$ cat config.mk
export PLATFORM = sky130hd
export DESIGN_NAME = fifo_burst_arbiter
export DESIGN_NICKNAME = d
export VERILOG_FILES = /design/src/rtl/fifo_burst_arbiter.sv
export SDC_FILE = /design/constraint.sdc
export NUM_CORES = 1
export LEC_CHECK = 0
export ABC_AREA = 1
export BUFFER_PORTS_ARGS = -buffer_cell sky130_fd_sc_hd__buf_2
export CORE_UTILIZATION = 60
export DETAILED_ROUTE_END_ITERATION = 10
export GPL_TIMING_DRIVEN = 1
export PLACE_DENSITY = 0.86
export SYNTH_ARGS = -nofsm -noshare
export SYNTH_HDL_FRONTEND = slang
export SYNTH_HIERARCHICAL = 1
export SYNTH_SLANG_ARGS = --single-unit
export TNS_END_PERCENT = 1
$ cat constraint.sdc
create_clock -name clk -period 4.23 [get_ports clk]
set_input_delay 0.846 -clock clk [delete_from_list [all_inputs] [get_ports clk]]
set_output_delay 0.846 -clock clk [all_outputs]
set_load 0.05 [all_outputs]
$ cat src/rtl/fifo_burst_arbiter.sv
// Round-robin burst reader for two channel FIFOs; FIFO_BURST_ARB_FLUSH_EN adds timed partial-burst flush.
// First word 3 cycles after GRANT; out_ready low holds the skid head, reads throttle to 2 outstanding words.

module fifo #(
    parameter int W     = 16,
    parameter int DEPTH = 2
) (
    input  logic                         clk,
    input  logic                         rst_n,
    input  logic                         wr_vld,
    input  logic [W-1:0]                 wr_dat,
    input  logic                         rd_rdy,
    output logic                         rd_vld,
    output logic [W-1:0]                 rd_dat,
    output logic [$clog2(DEPTH+1)-1:0]   level
);
    localparam int AW = (DEPTH > 1) ? $clog2(DEPTH) : 1;
    localparam int LW = $clog2(DEPTH+1);

    logic [W-1:0]  mem [DEPTH];
    logic [AW-1:0] wr_ptr, rd_ptr;
    logic          push, pop, full;

    function automatic logic [AW-1:0] ptr_inc(input logic [AW-1:0] p);
        return (p == AW'(DEPTH-1)) ? '0 : p + 1'b1;
    endfunction

    assign full   = (level == LW'(DEPTH));
    assign rd_vld = (level != '0);
    assign rd_dat = mem[rd_ptr];
    assign pop    = rd_vld && rd_rdy;
    assign push   = wr_vld && (!full || pop);

    always_ff @(posedge clk or negedge rst_n) begin
        if (!rst_n) begin
            for (int i = 0; i < DEPTH; i++) mem[i] <= '0;
            wr_ptr <= '0;
            rd_ptr <= '0;
            level  <= '0;
        end else begin
            if (push) begin
                mem[wr_ptr] <= wr_dat;
                wr_ptr      <= ptr_inc(wr_ptr);
            end
            if (pop) rd_ptr <= ptr_inc(rd_ptr);
            case ({push, pop})
                2'b10:   level <= level + 1'b1;
                2'b01:   level <= level - 1'b1;
                default: ;
            endcase
        end
    end
endmodule

module fifo_burst_arbiter #(
    parameter int DATA_W        = 16,
    parameter int CNT_W         = 9,
    parameter int BURST_LEN     = 256,
    parameter int GAP_CYCLES    = 4,
    parameter int FLUSH_TIMEOUT = 65535
) (
    input  logic              clk,
    input  logic              rst_n,
    input  logic              enable,
    input  logic [CNT_W-1:0]  ch0_count,
    input  logic              ch0_empty,
    output logic              ch0_rdreq,
    input  logic [DATA_W-1:0] ch0_data,
    input  logic [CNT_W-1:0]  ch1_count,
    input  logic              ch1_empty,
    output logic              ch1_rdreq,
    input  logic [DATA_W-1:0] ch1_data,
    output logic              out_valid,
    input  logic              out_ready,
    output logic [DATA_W-1:0] out_data,
    output logic              out_first,
    output logic              out_last,
    output logic              out_ch,
    output logic              busy,
    output logic              underrun_err,
    output logic [15:0]       burst_cnt0,
    output logic [15:0]       burst_cnt1
);
    if (BURST_LEN < 1 || BURST_LEN > (1 << CNT_W) - 1 || FLUSH_TIMEOUT < 1 || FLUSH_TIMEOUT > 65535) begin : g_param_err
        $error("fifo_burst_arbiter: BURST_LEN or FLUSH_TIMEOUT out of range");
    end

    typedef enum logic [1:0] {IDLE, GRANT, BURST, GAP} state_t;
    localparam logic [CNT_W-1:0] BLEN = CNT_W'(BURST_LEN);

    state_t             state, state_nxt;
    logic [CNT_W-1:0]   len_q, req_cnt, tx_cnt, grant_len;
    logic [15:0]        gap_cnt;
    logic               rr_ptr, cur_ch, rd_pend;
    logic               full0, full1, elig0, elig1, any_elig, grant_ch;
    logic               sel_empty, rd_want, rd_go, skid_vld, xfer, last_xfer;
    logic [1:0]         skid_lvl;
    logic [2:0]         occ_nxt;
    logic [DATA_W-1:0]  rd_dat;

    assign full0 = enable && (ch0_count >= BLEN) && !ch0_empty;
    assign full1 = enable && (ch1_count >= BLEN) && !ch1_empty;

`ifdef FIFO_BURST_ARB_FLUSH_EN
    localparam logic [15:0] TMO = 16'(FLUSH_TIMEOUT);
    logic [15:0] tmr0, tmr1;
    logic        fl0, fl1, any_full;

    assign fl0 = enable && !ch0_empty && (ch0_count != '0) && (ch0_count < BLEN) && (tmr0 >= TMO);
    assign fl1 = enable && !ch1_empty && (ch1_count != '0) && (ch1_count < BLEN) && (tmr1 >= TMO);
    assign any_full = full0 || full1;
    // A full burst always outranks a flush request.
    assign elig0     = any_full ? full0 : fl0;
    assign elig1     = any_full ? full1 : fl1;
    assign grant_len = any_full ? BLEN : (grant_ch ? ch1_count : ch0_count);

    always_ff @(posedge clk or negedge rst_n) begin
        if (!rst_n) begin
            tmr0 <= '0;
            tmr1 <= '0;
        end else begin
            if (state == GRANT || ch0_count == '0)
                tmr0 <= '0;
            else if (state == IDLE && enable && ch0_count < BLEN && tmr0 < TMO)
                tmr0 <= tmr0 + 1'b1;
            if (state == GRANT || ch1_count == '0)
                tmr1 <= '0;
            else if (state == IDLE && enable && ch1_count < BLEN && tmr1 < TMO)
                tmr1 <= tmr1 + 1'b1;
        end
    end
`else
    assign elig0     = full0;
    assign elig1     = full1;
    assign grant_len = BLEN;
`endif

    assign any_elig = elig0 || elig1;
    assign grant_ch = (elig0 && elig1) ? ~rr_ptr : elig1;

    // Reads are allowed only while skid words after this cycle's pop plus the in-flight read stay below 2.
    assign occ_nxt   = {1'b0, skid_lvl} + {2'b00, rd_pend} - {2'b00, xfer};
    assign sel_empty = cur_ch ? ch1_empty : ch0_empty;
    assign rd_want   = (state == BURST) && (req_cnt < len_q) && (occ_nxt < 3'd2);
    assign rd_go     = rd_want && !sel_empty;
    assign rd_dat    = cur_ch ? ch1_data : ch0_data;

    fifo #(.W(DATA_W), .DEPTH(2)) u_skid (
        .clk    (clk),
        .rst_n  (rst_n),
        .wr_vld (rd_pend),
        .wr_dat (rd_dat),
        .rd_rdy (out_ready),
        .rd_vld (skid_vld),
        .rd_dat (out_data),
        .level  (skid_lvl)
    );

    assign xfer      = skid_vld && out_ready;
    assign last_xfer = xfer && out_last;

    always_ff @(posedge clk or negedge rst_n) begin
        if (!rst_n) state <= IDLE;
        else        state <= state_nxt;
    end

    always_comb begin
        state_nxt = state;
        case (state)
            IDLE:  if (any_elig) state_nxt = GRANT;
            GRANT: state_nxt = any_elig ? BURST : IDLE;
            BURST: if (last_xfer) state_nxt = (GAP_CYCLES == 0) ? IDLE : GAP;
            GAP:   if (gap_cnt == 16'(GAP_CYCLES-1)) state_nxt = IDLE;
            default: state_nxt = IDLE;
        endcase
    end

    always_comb begin
        ch0_rdreq = 1'b0;
        ch1_rdreq = 1'b0;
        busy      = (state != IDLE);
        out_valid = skid_vld;
        out_first = skid_vld && (tx_cnt == '0);
        out_last  = skid_vld && (tx_cnt == len_q - 1'b1);
        out_ch    = cur_ch;
        if (rd_go) begin
            ch0_rdreq = !cur_ch;
            ch1_rdreq = cur_ch;
        end
    end

    always_ff @(posedge clk or negedge rst_n) begin
        if (!rst_n) begin
            rr_ptr       <= 1'b1;
            cur_ch       <= 1'b0;
            len_q        <= BLEN;
            req_cnt      <= '0;
            tx_cnt       <= '0;
            rd_pend      <= 1'b0;
            gap_cnt      <= '0;
            underrun_err <= 1'b0;
            burst_cnt0   <= '0;
            burst_cnt1   <= '0;
        end else begin
            rd_pend <= rd_go;
            if (state == GRANT && any_elig) begin
                cur_ch  <= grant_ch;
                rr_ptr  <= grant_ch;
                len_q   <= grant_len;
                req_cnt <= '0;
                tx_cnt  <= '0;
            end
            if (rd_go)               req_cnt <= req_cnt + 1'b1;
            if (xfer)                tx_cnt  <= tx_cnt + 1'b1;
            if (rd_want && sel_empty) underrun_err <= 1'b1;
            if (last_xfer) begin
                if (cur_ch) burst_cnt1 <= burst_cnt1 + 1'b1;
                else        burst_cnt0 <= burst_cnt0 + 1'b1;
            end
            if (state == GAP) gap_cnt <= gap_cnt + 1'b1;
            else              gap_cnt <= '0;
        end
    end
endmodule

After elaboration in Yosys (flattened, before gate mapping)
Cells that the tools add are included.

Add/subtract/negate cells: 11. Order comparisons: 7. Eq/ne operators: 11. Muxes and demuxes: 23. Bitwise logic cells: 4. Reductions and logical operators: 33.

Operator list (number): two-way mux 16 bit (6); adder 16 x 1 -> 16 bit, second input constant (3); bitwise mux 32 bit (1); two-way mux 9 bit (3); adder 9 x 1 -> 9 bit, second input constant (2); greater-or-equal comparator 9 bit, second input constant (2); demux 16 bit (select 1 bit) (1); == test 16 x 2 -> 1 bit, second input constant (1); logical AND 1 bit (16); nonzero test 2 bit (5); == test 9 x 8 -> 1 bit, second input constant (1); zero test 9 bit (1); < comparator 9 bit, second input constant (1); == test 2 bit, second input constant (4); two-way mux 2 bit (4); one-hot mux 2 bit (4 select lines) (1); two-way mux 1 bit (6); inequality test 2 bit, second input constant (3); zero test 1 bit (5); == test 2 x 1 -> 1 bit, second input constant (2); greater-or-equal comparator 2 bit, second input constant (2); NOT 1 -> 2 bit (2); one-hot mux 2 bit (2 select lines) (1); AND reduction 2 bit (2); other kinds (11) (14).

Bits in registers: 108. Bits of input ports: 56. Output and inout port bits: 56. Logic and storage cells: 104.

Depth between registers and ports, before layout
Gate-level depths: netlist of run 1.

Depth in word-level cells: 7. Mapped depth: 15. Mapped depth without buffers: 14.

Hierarchy
The synthesis of run 1 kept the hierarchy.

Modules (own cells, without submodules): fifo_burst_arbiter (instances 1, cells each 544, area an instance 4088.9 µm², seq. area each 1803.0 µm²); fifo (instances 1, cells each 200, area an instance 1675.4 µm², seq. area each 900.9 µm²).

Least setup slack after synthesis of run 1
OpenSTA, ideal clock, no wires.

Kind: reg2out. From: register u_skid.level[1]. To: output port ch0_rdreq. Data arrival time: 3523 ps. Required time: 3384 ps. Setup slack: -139 ps. Stages on the path, launching flop included: 12. Buffers on the path: 0. Cell sequence: dfrtp_1 -> inv_1 -> nand2_1 -> nand2_2 -> clkinv_1 -> nor2_1 -> o21ai_0 -> fa_1 -> inv_1 -> nor3_2 -> nand2_2 -> nor3_1.

Word-level cells in the longest chain between the ends: 7. Elaborated cells on any way between the ends: 8. Classes of those cells: add/sub: 2; order compare: 1; mux: 1; reduce/logical: 4.

Ends and longest elaborated chain: start, declared (RTL line 15) `output logic [$clog2(DEPTH+1)-1:0] level`; start signal, assigned (RTL line 47) `2'b10: level <= level + 1'b1;`; start signal, assigned (RTL line 48) `2'b01: level <= level - 1'b1;`; nonzero test 2 bit (RTL line 29) `assign rd_vld = (level != '0);`; named net out_valid (RTL line 73) `output logic out_valid,`; logical AND 1 bit (RTL line 159) `assign xfer = skid_vld && out_ready;`; subtractor 3 x 1 -> 3 bit (RTL line 142) `assign occ_nxt = {1'b0, skid_lvl} + {2'b00, rd_pend} - {2'b00, xfer};`; < comparator 3 x 2 -> 1 bit (RTL line 144) `assign rd_want = (state == BURST) && (req_cnt < len_q) && (occ_nxt < 3'd2);`; logical AND 1 bit (RTL line 144); logical AND 1 bit (RTL line 145) `assign rd_go = rd_want && !sel_empty;`; two-way mux 1 bit (RTL line 186) `if (rd_go) begin`; end, declared (RTL line 67) `output logic ch0_rdreq,`.

The timed path passes the listed nets, and every way through them passes these cells.

Worst setup path in the final report of run 1
From: register u_skid.level[1]. To: output port ch0_rdreq.

Word-level cells in the longest chain between the ends: 7. Elaborated cells on any way between the ends: 8. Classes of those cells: add/sub: 2; order compare: 1; mux: 1; reduce/logical: 4.

Ends and longest elaborated chain (RTL line): branches (longest 2 deep; another with adder 2 x 1 -> 3 bit); subtractor 3 x 1 -> 3 bit * (142); < comparator 3 x 2 -> 1 bit * (144); logical AND 1 bit * (144); logical AND 1 bit * (145); two-way mux 1 bit * (186).

Mark *: on every way between the ends.

==> flow_summary.ini, run 1 <==
[yosys]
synth_area_mm2 = 0.00576
synthAdderAreaFrac_pct = 1.87
synth.avg_cell_area_um2 = 7.75
synth_compound_area_share_pct = 8.79
postSynthCellCount = 744
synth_cell_types = 43
synth_xor_area_share_pct = 4.54
synth_top_family_by_area = simple AND/OR/NAND/NOR gates
syn_nets = 808
ys_ff_latch = 108
yosys.area_share.simple_pct = 30.2
synth_mux_area_share_pct = 0.174
ys_seq_area_share_pct = 46.9
yosysWarnings = 6

[critical_path]
rr_endpoint = req_cnt[5]
crit_cells = 12
crit_path_start = u_skid/level[1]
endpoint = ch0_rdreq
endpoint_kind = output port
r2r_start = u_skid/level[1]
arrival_ns = 3.18
reg2reg_setup_slack_ns = 1.33
slowest_stage = fa_1
crit_type = reg2out
critPathRequiredTime_ns = 3.38
reg2regPathDepth = 12
crit_chain = inv_1 > nand2_1 > nand2_2 > clkinv_1 > nor2_1 > o21ai_0 > fa_1 > inv_1 > nor3_2 > nand2_2 > nor3_2 > buf_2
cp_max_fo = 10
start_kind = flip-flop
path_buf_inv = 4
slowest_delay_ns = 0.51
critPathTopFamily = simple AND/OR/NAND/NOR gates

[drt]
finalWirelength_mm = 12.9
drcViolationCount = 0
drtIter0Drc = 210
ant_nets = 0
dr.pass1.iters = 5
via_per_inst = 5.28
num_vias = 5130
wl_per_cell_um = 13.3

[timing]
finalSetupTns_ns = 0
skew_ns = 0.0143
hold_viol = 0
fmax_mhz = 248
drv_slew = 0
grt_setup_unrepaired = false
relSlewSlack_pct = 34.6
fin_crit_sh_pct = 95.2
setup_violations = 0
fin_crit_ns = 4.03
worstMarginPinSlew_ns = 0.982
layout_setup_ws_ns = 0.202

[layout]
layout.nets = 901
drive_above_1_share_pct = 17.0
area_growth_pct = 14.0
antenna_cells = 0
postLayoutCellArea_mm2 = 0.00657

[pwr]
p_leak_nw = 3.50
power_density_mw_per_mm2 = 567
ir_drop_v = 0.000330

[floorplan]
fp.dieH_um = 100
coreArea_mm2 = 0.00928
ios = 112
row_count = 35
initial_utilization_pct = 62.1
dieArea_mm2 = 0.0100
fp.dieW_um = 100

[clocking]
cts.reportedPaths.clkPinSlew_ns = 0.11
clock_tree.buffer_depth = 2
insertion_delay_ns = 0.37
ctsHoldBuffers = 0
cts_sinks = 108
cts_buffers = 9
cts_root_buf = clkbuf_8
cts_tree = done
post-cts-setup-buffers = 0
post_cts_resized = 0
htree_levels = 3

[placement]
io_buffers = 95
post-place-ws_ns = 0.423
dpl_cell_area_mm2 = 0.00634
dp_hpwl_mm = 9.16
routabilityCongestion = 0.920

[global_routing]
grt_max_degree = 61
grt_pass1_wl_mm = 21.6
grt_use_total_pct = 27.1
grt_pass1_vias = 4939
grt_overflow = 0
antenna_found_initial = 0

[min_path]
hold_class = reg2reg

[status]
status = completed

[flow_run]
max_cap_violations = 0
-- kinds of logic (layout without fill, tap and decap cells) --
group                    after synthesis  count (layout)
XOR/XNOR                              29              29
multiplexers                           1               1
adder cells (fa/ha/maj)                8               8
buffers and inverters                108             206
flip-flops                           108             108
AND/OR/NAND/NOR                      392             392
AO/OA/AOI/OAI                         98              98
-- flip-flops by register name, summed over array words and instances (netlist names), 2 cells and up, named ones only --
signal,count
burst_cnt0,16
gap_cnt,16
u_skid/mem,32
tx_cnt,9
u_skid/level,2
req_cnt,9
burst_cnt1,16
-- Yosys cell counts --
cell	number	area share [%]
nand2_1	251	16
dfrtp_1	107	46
inv_1	85	5.5
o21ai_0	71	6.2
nor2_1	63	4.1
nand3_1	40	3.5
xor2_1	19	2.9
a21oi_1	12	1.0
xnor2_1	9	1.4
ha_1	7	1.5
o21ai_1	7	0.61
inv_2	6	0.39
nand4_1	6	0.65
nor3_1	6	0.52
buf_2	5	0.43
clkbuf_1	5	0.33
nand3b_1	4	0.52
nor2_4	4	0.78
nor2_8	3	1.0
nor3_2	3	0.52
o22ai_1	3	0.33
buf_4	2	0.26
buf_6	2	0.39
nand2_2	2	0.22
nand2_4	2	0.39
nor2_2	2	0.22
o21bai_1	2	0.26
a211oi_1	1	0.13
buf_1	1	0.065
clkinv_1	1	0.065
clkinv_2	1	0.087
dfstp_2	1	0.46
fa_1	1	0.35
mux2i_1	1	0.17
nand2_8	1	0.35
nand3_2	1	0.17
nand3b_4	1	0.35
nor3_4	1	0.28
nor3b_1	1	0.13
nor4_1	1	0.11
o21a_1	1	0.13
o31ai_1	1	0.13
xnor2_2	1	0.28
-- routing by layer --
metal  global-route usage, %  share of wire [%]  routed length, µm
met5                       0                  0                  0
met4                    10.6                2.5                326
met3                    5.29                6.0                773
met2                    47.1                 50               6400
met1                    33.5                 42               5380
-- cell type report --
| cell class | count | area, µm² |
|---|---|---|
| Inverter | 93 | 350 |
| Sequential cell | 108 | 2700 |
| Fill cell | 746 | 2710 |
| Timing Repair Buffer | 97 | 493 |
| Tap cell | 129 | 161 |
| Clock inverter | 6 | 96.3 |
| Multi-Input combinational cell | 528 | 2630 |
| Clock buffer | 10 | 138 |
-- how the worst min path moves through the flow --
stage                         startpoint             end  slack, ns  depth (start not counted)
after CTS                 burst_cnt0[15]  burst_cnt0[15]       0.48                          1
after detailed placement  burst_cnt0[15]  burst_cnt0[15]       0.46                          1
final                     burst_cnt0[15]  burst_cnt0[15]       0.48                          1
after floorplan               gap_cnt[0]      gap_cnt[0]       0.43                          1
after global placement        gap_cnt[0]      gap_cnt[0]       0.45                          1
after global routing      burst_cnt0[15]  burst_cnt0[15]       0.50                          1
-- placed cells by master (no fill, tap or decap), types with 6 or more instances in the layout --
master and instances:
buf_2 94, xor2_1 19, xnor2_1 9, inv_1 85
o21ai_0 71, clkbuf_8 10, inv_2 6, nand4_1 6
dfrtp_1 107, nand3_1 40, ha_1 7, nand2_1 251
a21oi_1 12, nor2_1 63, o21ai_1 7
-- where the power goes --
group	total [mW]	internal, mW	switching [mW]
clock	0.720	0.356	0.364
combinational	1.50	0.370	1.13
sequential	1.50	1.27	0.232
total	3.72	2.00	1.73
-- through the flow --
step	hold slack, ns	power [mW]	util [%]	std cells
floorplan	0.433	2.62	-	744
global placement	0.453	2.93	68.3	955
detailed placement	0.461	3.01	68.3	955
CTS	0.480	3.73	70.8	971
global route	0.495	3.95	70.8	971
finish	0.477	3.72	70.8	971
(Power assumes the default switching activity.)
==> run 2, diff against run 1 <==
--- a/config.mk
+++ b/config.mk
@@ -7,9 +7,11 @@
 export LEC_CHECK = 0
 export ABC_AREA = 1
 export BUFFER_PORTS_ARGS = -buffer_cell sky130_fd_sc_hd__buf_2
+export CORE_MARGIN = 2
 export CORE_UTILIZATION = 60
 export DETAILED_ROUTE_END_ITERATION = 10
 export GPL_TIMING_DRIVEN = 1
+export MAX_ROUTING_LAYER = met4
 export PLACE_DENSITY = 0.86
 export SYNTH_ARGS = -nofsm -noshare
 export SYNTH_HDL_FRONTEND = slang
==> flow_summary.ini, run 2 (synthesis results as in run 1) <==
[critical_path]
start_kind = flip-flop
arrival_ns = 3.05
r2r_start = u_skid/level[1]
crit_chain = inv_1 > nand2_1 > nand2_2 > clkinvlp_4 > nor2_1 > o21ai_0 > fa_1 > inv_1 > nor3_2 > nand2_2 > nor3_2 > clkbuf_4
reg2regPathDepth = 12
endpoint_kind = output port
rr_endpoint = req_cnt[3]
cp_max_fo = 6
critPathRequiredTime_ns = 3.38
reg2reg_setup_slack_ns = 1.45
slowest_delay_ns = 0.51
crit_type = reg2out
slowest_stage = fa_1

[placement]
dpl_cell_area_mm2 = 0.00634
routabilityCongestion = 0.861
io_buffers = 95
post-place-ws_ns = 0.341
dp_hpwl_mm = 9.45
post-place-cells = 955

[drt]
dr.pass1.iters = 5
finalWirelength_mm = 12.9
drtIter0Drc = 277
via_per_inst = 5.30
num_vias = 5153
wl_per_cell_um = 13.3
ant_nets = 0
drcViolationCount = 0

[global_routing]
grt_max_degree = 56
grt_use_total_pct = 26.7
grt_pass1_vias = 4875
antenna_found_initial = 0
grt_overflow = 0
grt_pass1_wl_mm = 21.5

[timing]
hold_viol = 0
relSlewSlack_pct = 35.8
drv_slew = 0
finalSetupTns_ns = 0
worstMarginPinSlew_ns = 0.963
grt_setup_unrepaired = false
fmax_mhz = 257
timing.hold.ws_ns = 0.474
layout_setup_ws_ns = 0.333
skew_ns = 0.00936
fin_crit_ns = 3.90
fin_crit_sh_pct = 92.1
setup_violations = 0

[clocking]
cts_tree = done
cts_buffers = 9
cts.reportedPaths.clkPinSlew_ns = 0.10
cts_sinks = 108
clock_tree.buffer_depth = 2
ctsHoldBuffers = 0
insertion_delay_ns = 0.37
htree_levels = 3
cts_root_buf = clkbuf_8

[floorplan]
initial_utilization_pct = 62.1
fp.dieW_um = 102
row_count = 35
fp.dieH_um = 102
dieArea_mm2 = 0.0104
ios = 112
coreArea_mm2 = 0.00928

[layout]
antenna_cells = 0
max_flop_register = u_skid/mem
layout.nets = 902
area_growth_pct = 13.3
largest_reg_flops = 32
drive_above_1_share_pct = 17.1
final_cell_mix = 251 x nand2_1, 107 x dfrtp_1, 92 x buf_2, 85 x inv_1, 71 x o21ai_0
n_fill_cell = 760
postLayoutCellArea_mm2 = 0.00653
finalNonFillerCells = 972
multi_input_area_mm2 = 0.00263
finish.utilization_pct = 70.4
layout.area.seq_mm2 = 0.00270
mostFrequentLayoutCell = nand2_1

[min_path]
min_delay_worst_endpoint = gap_cnt[0]
hold_class = reg2reg
holdPathStages = 1
hp-start = gap_cnt[0]

[pwr]
finalPower_mw = 3.59
power_density_mw_per_mm2 = 550
ir_drop_v = 0.000320
p_leak_nw = 3.47

[flow_run]
max_cap_violations = 0

[status]
status = completed
-- run 2: cell count changes in the layout (fill, tap and decap cells not counted), sizes merged --
cell	change
clkbuf	+3
bufinv	-2
clkinvlp	+2
buf	-1
clkinv	-1
-- run 2: how the worst max path moves through the flow --
stage	to	start	slack [ns]	cells past startpoint
2_1_floorplan	ch1_rdreq	u_skid/level[1]	0.25	11
3_3_place_gp	ch0_rdreq	out_ready	0.46	11
3_5_place_dp	ch0_rdreq	out_ready	0.34	11
4_1_cts	ch0_rdreq	u_skid/level[1]	0.14	12
5_1_grt	ch0_rdreq	u_skid/level[1]	0.05	11
6_report	ch0_rdreq	u_skid/level[1]	0.33	12
-- run 2: final cells by class --
class,count,share of cell area [%]
multi-input combinational,528,40.3
clock buffer,11,2.16
inverter,93,5.42
clock inverter,5,0.574
tap,129,2.47
sequential,108,41.4
timing repair buffer,98,7.74
-- run 2: critical path: cells and delay by family, from the launching register on --
family	cells	cell delay [ns]
and+or+nand+nor	6	0.98
DFF	1	0.49
buffers and inverters	4	0.59
adders and majority gates	1	0.51
AOI/OAI and AO/OA	1	0.11
-- run 2: power by group --
group          internal (mW)  switching [mW]
Sequential              1.27           0.233
Clock                  0.233           0.349
Combinational          0.377            1.13
-- run 2: timing repair --
| item | in CTS | in global routing |
|---|---|---|
| hold endpoints to repair | 0 | 0 |
| gates resized for setup | 0 | 3 |
| endpoints found under the setup margin | 0 | 2 |
| setup buffers | 0 | 1 |
-- run 2: metal layers --
| metal | routed length, µm | GRT usage [%] | share of wire [%] |
|---|---|---|---|
| met1 | 5490 | 32.9 | 42 |
| met2 | 6600 | 46.7 | 51 |
| met3 | 720 | 4.38 | 5.6 |
| met4 | 111 | 5.64 | 0.86 |
| met5 | 0 | - | 0 |
==> run 3, diff against run 2 <==
--- a/config.mk
+++ b/config.mk
@@ -13,6 +13,7 @@
 export GPL_TIMING_DRIVEN = 1
 export MAX_ROUTING_LAYER = met4
 export PLACE_DENSITY = 0.86
+export RECOVER_POWER = 100
 export SYNTH_ARGS = -nofsm -noshare
 export SYNTH_HDL_FRONTEND = slang
 export SYNTH_HIERARCHICAL = 1
==> flow_summary.ini, run 3 (synthesis results as in run 1) <==
[critical_path]
critPathTopFamily = simple AND/OR/NAND/NOR gates
arrival_ns = 3.06
crit_chain = inv_1 > nand2_1 > nand2_2 > clkinvlp_4 > nor2_1 > o21ai_0 > fa_1 > inv_1 > nor3_1 > nand2_2 > nor3_2 > clkbuf_2
reg2reg_setup_slack_ns = 1.30
cp_max_fo = 6
endpoint_kind = output port
crit_type = reg2out
critPathRequiredTime_ns = 3.38
path_buf_inv = 4
r2r_start = u_skid/level[1]
slowest_stage = fa_1
start_kind = flip-flop
slowest_delay_ns = 0.50
crit_path_start = u_skid/level[1]

[pwr]
ir_drop_v = 0.000300
finalPower_mw = 3.51
p_leak_nw = 3.16
power_density_mw_per_mm2 = 558

[layout]
finalNonFillerCells = 972
mostFrequentLayoutCell = nand2_1
postLayoutCellArea_mm2 = 0.00630
antenna_cells = 0
multi_input_area_mm2 = 0.00248
drive_above_1_share_pct = 8.07
area_growth_pct = 9.23
n_fill_cell = 830
max_flop_register = u_skid/mem
final_cell_mix = 254 x nand2_1, 107 x dfrtp_1, 87 x inv_1, 73 x o21ai_0, 72 x nor2_1
layout.nets = 902
largest_reg_flops = 32
finish.utilization_pct = 67.8
layout.area.seq_mm2 = 0.00270

[drt]
ant_nets = 0
wl_per_cell_um = 13.3
finalWirelength_mm = 12.9
num_vias = 5181
drcViolationCount = 0
via_per_inst = 5.33
drtIter0Drc = 301
dr.pass1.iters = 5

[status]
status = complete, but fails checks
failed_checks = max-capacitance violations, max-slew violations

[placement]
dp_hpwl_mm = 9.45
post-place-cells = 955
routabilityCongestion = 0.861
io_buffers = 95
dpl_cell_area_mm2 = 0.00634

[timing]
drv_slew = 89
relSlewSlack_pct = -91.9
worstMarginPinSlew_ns = 2.88
fmax_mhz = 256
setup_violations = 0
finalSetupTns_ns = 0
grt_setup_unrepaired = false
fin_crit_sh_pct = 92.4
skew_ns = 0.00927
hold_viol = 0
fin_crit_ns = 3.91

[global_routing]
grt_use_total_pct = 26.7
grt_pass1_wl_mm = 21.5
antenna_found_initial = 0
grt_max_degree = 56
grt_overflow = 0
grt_pass1_vias = 4875

[floorplan]
initial_utilization_pct = 62.1
coreArea_mm2 = 0.00928
row_count = 35
ios = 112
fp.dieW_um = 102
fp.dieH_um = 102
dieArea_mm2 = 0.0104

[clocking]
cts.reportedPaths.clkPinSlew_ns = 0.10
cts_root_buf = clkbuf_8
ctsHoldBuffers = 0
insertion_delay_ns = 0.37
cts_tree = done
cts_sinks = 108
cts_buffers = 9
htree_levels = 3
clock_tree.buffer_depth = 2

[min_path]
hold_class = reg2reg
hp-start = gap_cnt[0]

[flow_run]
max_cap_violations = 2
==> run 3: cell count changes in the layout (fill, tap and decap cells not counted), moves of 3 or more <==
cell,delta
clkbuf_1,+57
nor2_8,-3
nor2_1,+9
nand2_1,+3
buf_4,-3
clkbuf_2,+4
buf_2,-56
nor3_1,+3
nor2_4,-4
==> run 3: per-layer routing <==
| layer | global-route usage, % | part of all wire (%) | up-vias |
|---|---|---|---|
| met5 | - | 0 | - |
| met4 | 5.64 | 1.2 | 0 |
| met3 | 4.38 | 5.9 | 15 |
| met2 | 46.7 | 51 | 185 |
| met1 | 32.9 | 42 | 2462 |
| li1 | - | - | 2519 |
==> run 3: stage by stage <==
stage | hold slack (ns) | setup slack [ns]
2_1_floorplan | 0.433 | 0.251
3_3_place_gp | 0.453 | 0.461
3_5_place_dp | 0.459 | 0.341
4_1_cts | 0.478 | 0.137
5_1_grt | 0.500 | 0.0670
6_report | 0.473 | 0.322
==> run 3: timing repair <==
| item | CTS | global route |
|---|---|---|
| endpoints found under the hold margin | 0 | 0 |
| setup endpoints to repair | 0 | 2 |
| gates resized for setup | 0 | 3 |
| setup buffers | 0 | 1 |
==> run 3: area by class of cell <==
type                    instances  area share (%)
inverters                      93            5.62
clock buffers                  11            2.25
flip-flops and latches        108            42.9
clock inverters                 5           0.596
well taps                     129            2.56
multi-input cells             528            39.3
repair buffers                 98            6.70
==> run 3: final timing paths <==
| check | end | cells after the start |
|---|---|---|
| max in group asynchronous | out_ch | 2 |
| min | gap_cnt[0] | 1 |
| max reg2reg | req_cnt[2] | 13 |
| min reg2reg | gap_cnt[0] | 1 |
| min in group asynchronous | gap_cnt[7] | 1 |
| max | ch0_rdreq | 12 |
==> run 3: where the power goes <==
group | switching [mW] | leakage [nW] | internal (mW)
Clock | 0.352 | 0.0859 | 0.233
Combinational | 1.10 | 1.69 | 0.328
Sequential | 0.221 | 1.38 | 1.27
Total | 1.68 | 3.16 | 1.83
